File: src/rtl/pooling.sv
// Lane-wise pooling stage between the matrix-multiply array and the activation stage.
// Each lane pools K consecutive valid beats (K = 1, 2 or 4) and emits one registered
// beat one cycle after the K-th beat. A gap in in_data_available ends a window early;
// the partial window is then flushed on the following cycle.
// Optional feature macro: POOL_AVG_EN enables average mode (selected by pool_select);
// without it only max pooling is built and the accumulator is DWIDTH wide.
// Handshake: in_data_available qualifies inp_data/validity_mask in the cycle it is high,
// with no backpressure; out_data_available qualifies out_data for exactly one cycle.
// The FSM state is exposed on o_dbg_state (0 = IDLE, 1 = ACCUM, 2 = FLUSH).
`ifndef MAT_MUL_SIZE
  `define MAT_MUL_SIZE 4
`endif
`ifndef DWIDTH
  `define DWIDTH 8
`endif
`ifndef MASK_WIDTH
  `define MASK_WIDTH 4
`endif

module pooling (
  input  logic                              clk,
  input  logic                              reset,
  input  logic                              enable_pool,
  input  logic [1:0]                        pool_window_size,
  input  logic                              pool_select,
  input  logic                              in_data_available,
  input  logic [`MAT_MUL_SIZE*`DWIDTH-1:0]  inp_data,
  input  logic [`MASK_WIDTH-1:0]            validity_mask,
  output logic [`MAT_MUL_SIZE*`DWIDTH-1:0]  out_data,
  output logic                              out_data_available,
  output logic                              done_pool,
  output logic [1:0]                        o_dbg_state
);

  localparam int LANES = `MAT_MUL_SIZE;
  localparam int DW    = `DWIDTH;
`ifdef POOL_AVG_EN
  localparam int AW    = DW + 2;
`else
  localparam int AW    = DW;
`endif

  localparam logic [1:0] S_IDLE  = 2'd0;
  localparam logic [1:0] S_ACCUM = 2'd1;
  localparam logic [1:0] S_FLUSH = 2'd2;

  logic [1:0]              r_state;
  logic [1:0]              r_cnt;
  logic signed [AW-1:0]    r_acc [LANES];
  logic [`MASK_WIDTH-1:0]  r_mask;
  logic [LANES*DW-1:0]     r_out_data;
  logic                    r_out_valid;
  logic                    r_done;

  logic [1:0]              w_shift;
  logic [1:0]              w_k_last;
  logic signed [AW-1:0]    w_comb [LANES];
  logic [LANES*DW-1:0]     w_beat_res;
  logic [LANES*DW-1:0]     w_flush_res;

`ifdef POOL_AVG_EN
  logic w_avg;
  assign w_avg = pool_select;
`else
  // Max-only build: the select input has no effect.
  logic w_unused_pool_select;
  assign w_unused_pool_select = pool_select;
`endif

  // Window size decode: shift amount log2(K) and the index of the last beat.
  always_comb begin
    w_shift  = 2'd2;
    w_k_last = 2'd3;
    case (pool_window_size)
      2'd0:    begin w_shift = 2'd0; w_k_last = 2'd0; end
      2'd1:    begin w_shift = 2'd1; w_k_last = 2'd1; end
      default: begin w_shift = 2'd2; w_k_last = 2'd3; end
    endcase
  end

  // Per-lane combine of the incoming beat with the accumulator, plus the two
  // possible output beats: one for a window completing now, one for a flush.
  always_comb begin
    w_beat_res  = '0;
    w_flush_res = '0;
    for (int i = 0; i < LANES; i++) begin
      logic signed [DW-1:0] v_lane;
      logic signed [AW-1:0] v_ext;
      logic signed [AW-1:0] v_beat;
      logic signed [AW-1:0] v_flush;
      v_lane = signed'(inp_data[i*DW +: DW]);
      v_ext  = AW'(v_lane);
      if (r_cnt == 2'd0)
        w_comb[i] = v_ext;
`ifdef POOL_AVG_EN
      else if (w_avg)
        w_comb[i] = r_acc[i] + v_ext;
`endif
      else
        w_comb[i] = (v_ext > r_acc[i]) ? v_ext : r_acc[i];
      v_beat  = w_comb[i];
      v_flush = r_acc[i];
`ifdef POOL_AVG_EN
      // Sums are divided by K with an arithmetic shift (floor toward -inf);
      // missing beats of a partial window count as zero.
      if (w_avg) begin
        v_beat  = w_comb[i] >>> w_shift;
        v_flush = r_acc[i] >>> w_shift;
      end
`endif
      if (validity_mask[i]) w_beat_res[i*DW +: DW]  = v_beat[DW-1:0];
      if (r_mask[i])        w_flush_res[i*DW +: DW] = v_flush[DW-1:0];
    end
  end

  // Pooling FSM: accumulate beats, emit on the K-th beat or flush on a gap.
  always_ff @(posedge clk) begin
    if (reset) begin
      r_state     <= S_IDLE;
      r_cnt       <= 2'd0;
      for (int i = 0; i < LANES; i++) r_acc[i] <= '0;
      r_mask      <= '0;
      r_out_data  <= '0;
      r_out_valid <= 1'b0;
      r_done      <= 1'b1;
    end else if (!enable_pool) begin
      r_state     <= S_IDLE;
      r_cnt       <= 2'd0;
      r_out_valid <= 1'b0;
      r_done      <= 1'b1;
    end else begin
      r_out_valid <= 1'b0;
      case (r_state)
        S_IDLE, S_ACCUM: begin
          if (in_data_available) begin
            for (int i = 0; i < LANES; i++) r_acc[i] <= w_comb[i];
            r_mask  <= validity_mask;
            r_done  <= 1'b0;
            r_state <= S_ACCUM;
            if (r_cnt == w_k_last) begin
              r_out_data  <= w_beat_res;
              r_out_valid <= 1'b1;
              r_cnt       <= 2'd0;
            end else begin
              r_cnt <= r_cnt + 2'd1;
            end
          end else if ((r_state == S_ACCUM) && (r_cnt != 2'd0)) begin
            r_state <= S_FLUSH;
          end else begin
            r_state <= S_IDLE;
            r_cnt   <= 2'd0;
            r_done  <= 1'b1;
          end
        end
        S_FLUSH: begin
          r_out_data  <= w_flush_res;
          r_out_valid <= 1'b1;
          r_state     <= S_IDLE;
          r_cnt       <= 2'd0;
        end
        default: begin
          r_state <= S_IDLE;
          r_cnt   <= 2'd0;
        end
      endcase
    end
  end

  // Bypass passes the input straight through; otherwise drive the registered beat.
  always_comb begin
    out_data           = enable_pool ? r_out_data  : inp_data;
    out_data_available = enable_pool ? r_out_valid : in_data_available;
    done_pool          = enable_pool ? r_done      : 1'b1;
    o_dbg_state        = r_state;
  end

endmodule

File: config.mk
export PLATFORM = sky130hd
export DESIGN_NAME = pooling
export DESIGN_NICKNAME = d
export VERILOG_FILES = /design/src/rtl/pooling.sv
export SDC_FILE = /design/constraint.sdc
export NUM_CORES = 1
export LEC_CHECK = 0
export ABC_AREA = 1
export BUFFER_PORTS_ARGS = -buffer_cell sky130_fd_sc_hd__buf_4
export CORE_ASPECT_RATIO = 0.9
export CORE_MARGIN = 2
export CORE_UTILIZATION = 50
export DETAILED_ROUTE_END_ITERATION = 12
export GPL_TIMING_DRIVEN = 0
export PLACE_DENSITY = 0.75
export RECOVER_POWER = 100
export SLEW_MARGIN = 15
export SYNTH_ARGS = -nofsm -noshare
export SYNTH_HDL_FRONTEND = slang
export SYNTH_SLANG_ARGS = --single-unit
File: constraint.sdc
create_clock -name clk -period 1.7 [get_ports clk]
set_input_delay 0.34 -clock clk [delete_from_list [all_inputs] [get_ports clk]]
set_output_delay 0.34 -clock clk [all_outputs]
set_load 0.1 [all_outputs]
==> impl_metrics.toml <==
[min_path]
hold_start = "reset"
hold_end = "o_dbg_state[0]$_SDFF_PP0_"
min_path_type = "in -> reg"
min_path_cells = 2

[worst_setup_path]
r2r_start = "r_acc[2][6]$_SDFFCE_PN0P_"
critical_path_class = "reg -> reg"
crit_chain = "inv_2 > ha_1 > nand2_4 > nor2_1 > nor2_2 > nand2_2 > nand2_4 > nand3_4 > nand2_8 > nand2_4 > nand2_1 > nor2_1"
cp.depth = 12
cp.arrival_ps = 2120
rr_endpoint = "r_acc[2][1]$_SDFFCE_PN0P_"
ff2ff_setup_slack_ps = -310
cp_max_fo = 8
worst-path-buf-inv = 1
crit_top_cell = "nand2_4"
cp-start-kind = "flop"
crit_required_ps = 1810
crit_start = "r_acc[2][6]$_SDFFCE_PN0P_"
critical-path-top-delay-family = "simple AND/OR/NAND/NOR gates"
end_kind = "flop"
r2r_cells = 12
critPathMaxStageDelay_ps = 440
critical_path.slowest_cell = "edfxtp_1"

[detailed_routing]
wirelength_um = 17000
vias = 5487
vias_per_cell = 5.94
drc = 0
ant_nets = 0
firstDrtPassIters = 5
wl_per_cell_um = 18.4
initialDrtViolationCount = 417

[pwr]
powerDensity_nw_per_um2 = 734
max-vdd-ir-drop_v = 0.000511
p_leak_nw = 3.24
switching_power_mw = 2.06
p_comb_share_pct = 36.4
switching_share_pct = 38.2
power_mw = 5.39
power_frac_seq_pct = 37.1
internal_power_mw = 3.33
clockPowerShare_pct = 26.6

[global_route]
antenna_found_initial = 0
grt_max_degree = 33
grt_pass1_wl_um = 25900
grt_usage_pct = 30.9
grt_overflow = 0
grt_pass1_vias = 5349

[timing]
relSlewSlack_pct = 40.1
setup_viol = 75
drv_slew = 0
post-route-min-period_ps = 2010
worst_hold_slack_ps = 197
fin_skew_ps = 15.2
finalSetupTns_ps = -14470
worst_slack_ps = -315
rsz0062_at_grt = "yes"
final_hold_viol_count = 0
tightest_slew_ps = 895
fmax_ghz = 0.496
fin_crit_sh_pct = 119

[finish]
nets = 873
diodes = 0
fin_util_pct = 79.3
drive_gt1_share_pct = 47.5
stdcell_count = 924
final_cell_area_sq_um = 7340
area_delta_synth_final_pct = 52.5
fillers = 608

[synthesis]
synth.cell_area_sq_um = 4810
seq_area_frac_synth_pct = 37.5
yosys.area.top_type = "edfxtp_1"
synthesis.nets = 748
yosysUniqueCellTypes = 35
synth_top_cells_by_count = "nand2_1, inv_1, nand3_1"
yosys_warnings = 0
synth_area_leaders = "edfxtp_1, dfxtp_1, nand2_1"
syn_inst = 672
async_reset_ff_share_pct = 0
synth-main-ff-cell = "dfxtp_1"
synth.most_common_cell = "nand2_1"
synth-seq-cells = 74
avgSynthCellArea_sq_um = 7.16
synth_edf_count = 32
synth_top_area_share_pct = 20.0

[clock_network]
cts_made_buffers = 9
htree_num_levels = 3
clock_sinks = 74
ctsHoldBuffers = 0
cts.path.max_buffers = 2
cts_tree = "built"
clk_pin_slew_ps = 80
cts-root-buf = "clkbuf_8"
clkLatencyLatePin_ps = 370

[floorplan]
initial_core_util_pct = 52.0
ios = 79
die_area_sq_um = 10400
die_height_um = 97.1
core_area_sq_um = 9250
row_count = 33
die_w_um = 107

[placed_design]
place_hpwl_um = 10200
place_area_sq_um = 5910
placed_cells = 871
io_buffers = 77
pre_cts_slack_ps = -471
gp_congestion = 0.844

[run]
max_cap_violations = 0

[status]
violations = "negative setup slack"
status = "finished, violations left"
-- routing by layer --
metal	global-route usage (%)	vias up	wire length [um]
li1	-	2516	-
met1	39.5	2605	6850
met2	51.2	323	8220
met3	5.90	43	1540
met4	12.4	0	345
met5	0	-	0
-- worst register-to-register path, cell delays in order, from the launching register on --
cell	delay [ps]
edfxtp_1	440
inv_2	100
ha_1	250
nand2_4	80
nor2_1	50
nor2_2	160
nand2_2	90
nand2_4	80
nand3_4	130
nand2_8	190
nand2_4	70
nand2_1	70
nor2_1	50
-- how the worst max path moves through the flow --
stage | to | slack, ps
6_report | r_acc[2][1]$_SDFFCE_PN0P_ | -310
5_1_grt | r_out_data[31]$_SDFFE_PP0P_ | -380
4_1_cts | r_acc[2][3]$_SDFFCE_PN0P_ | -230
3_5_place_dp | out_data[28] | -470
3_3_place_gp | out_data[28] | -440
2_1_floorplan | out_data[10] | -160
-- layout by cell type, fill, tap and decap left out, drive strengths merged, types with 2 or more instances in the layout --
cell type,Yosys,routed
clkinv,1,3
buf,18,127
nand3b,2,2
edfxtp,32,32
clkinvlp,0,2
a21oi,41,41
clkbuf,12,24
a21o,2,2
nand2,152,154
nand3,72,74
inv,94,94
ha,33,33
nand4,5,5
o21ai,70,70
nor2,56,56
a31oi,32,32
dfxtp,42,42
-- state kept, by name, indices dropped and copies added, names as in the netlist --
register and flops:
r_out_valid 1, r_cnt 2, o_dbg_state 2, r_done 1, r_acc 32, r_out_data 32, r_mask 4
-- area by class of cell --
cell class	instances	area, sq um	area share (%)
Sequential cell	74	1800	24.6
Buffer	30	219	2.98
Timing Repair Buffer	110	991	13.5
Clock buffer	11	141	1.93
Inverter	95	364	4.96
Tap cell	122	153	2.08
Clock inverter	5	55.1	0.750
Multi-Input combinational cell	477	3610	49.2
-- cells by family (layout without fill, tap and decap cells) --
kind of cell	after synthesis	count (layout)	synth area share [%]
xor+xnor	2	2	0.364
buf+inv	125	251	10.9
compound gates	149	149	17.0
fa+ha+maj	33	33	8.58
flops	74	74	37.5
simple gates	289	293	25.7
-- what timing repair did --
item,4_1_cts,5_1_grt
resized for setup,168,96
pin swaps,42,48
endpoints found under the setup margin,129,97
setup buffers,14,19
cloned,4,0
-- power by group through the flow --
stage                     Sequential [mW]  Combinational (mW)  Clock (mW)
final                                2.00                1.96        1.43
after global routing                 2.00                2.07        1.48
after CTS                            1.99                1.75        1.42
after detailed placement             2.03                1.45           0
after global placement               2.02                1.42           0
after floorplan                      2.02                1.07           0
Power figures use the tool's default switching activity.
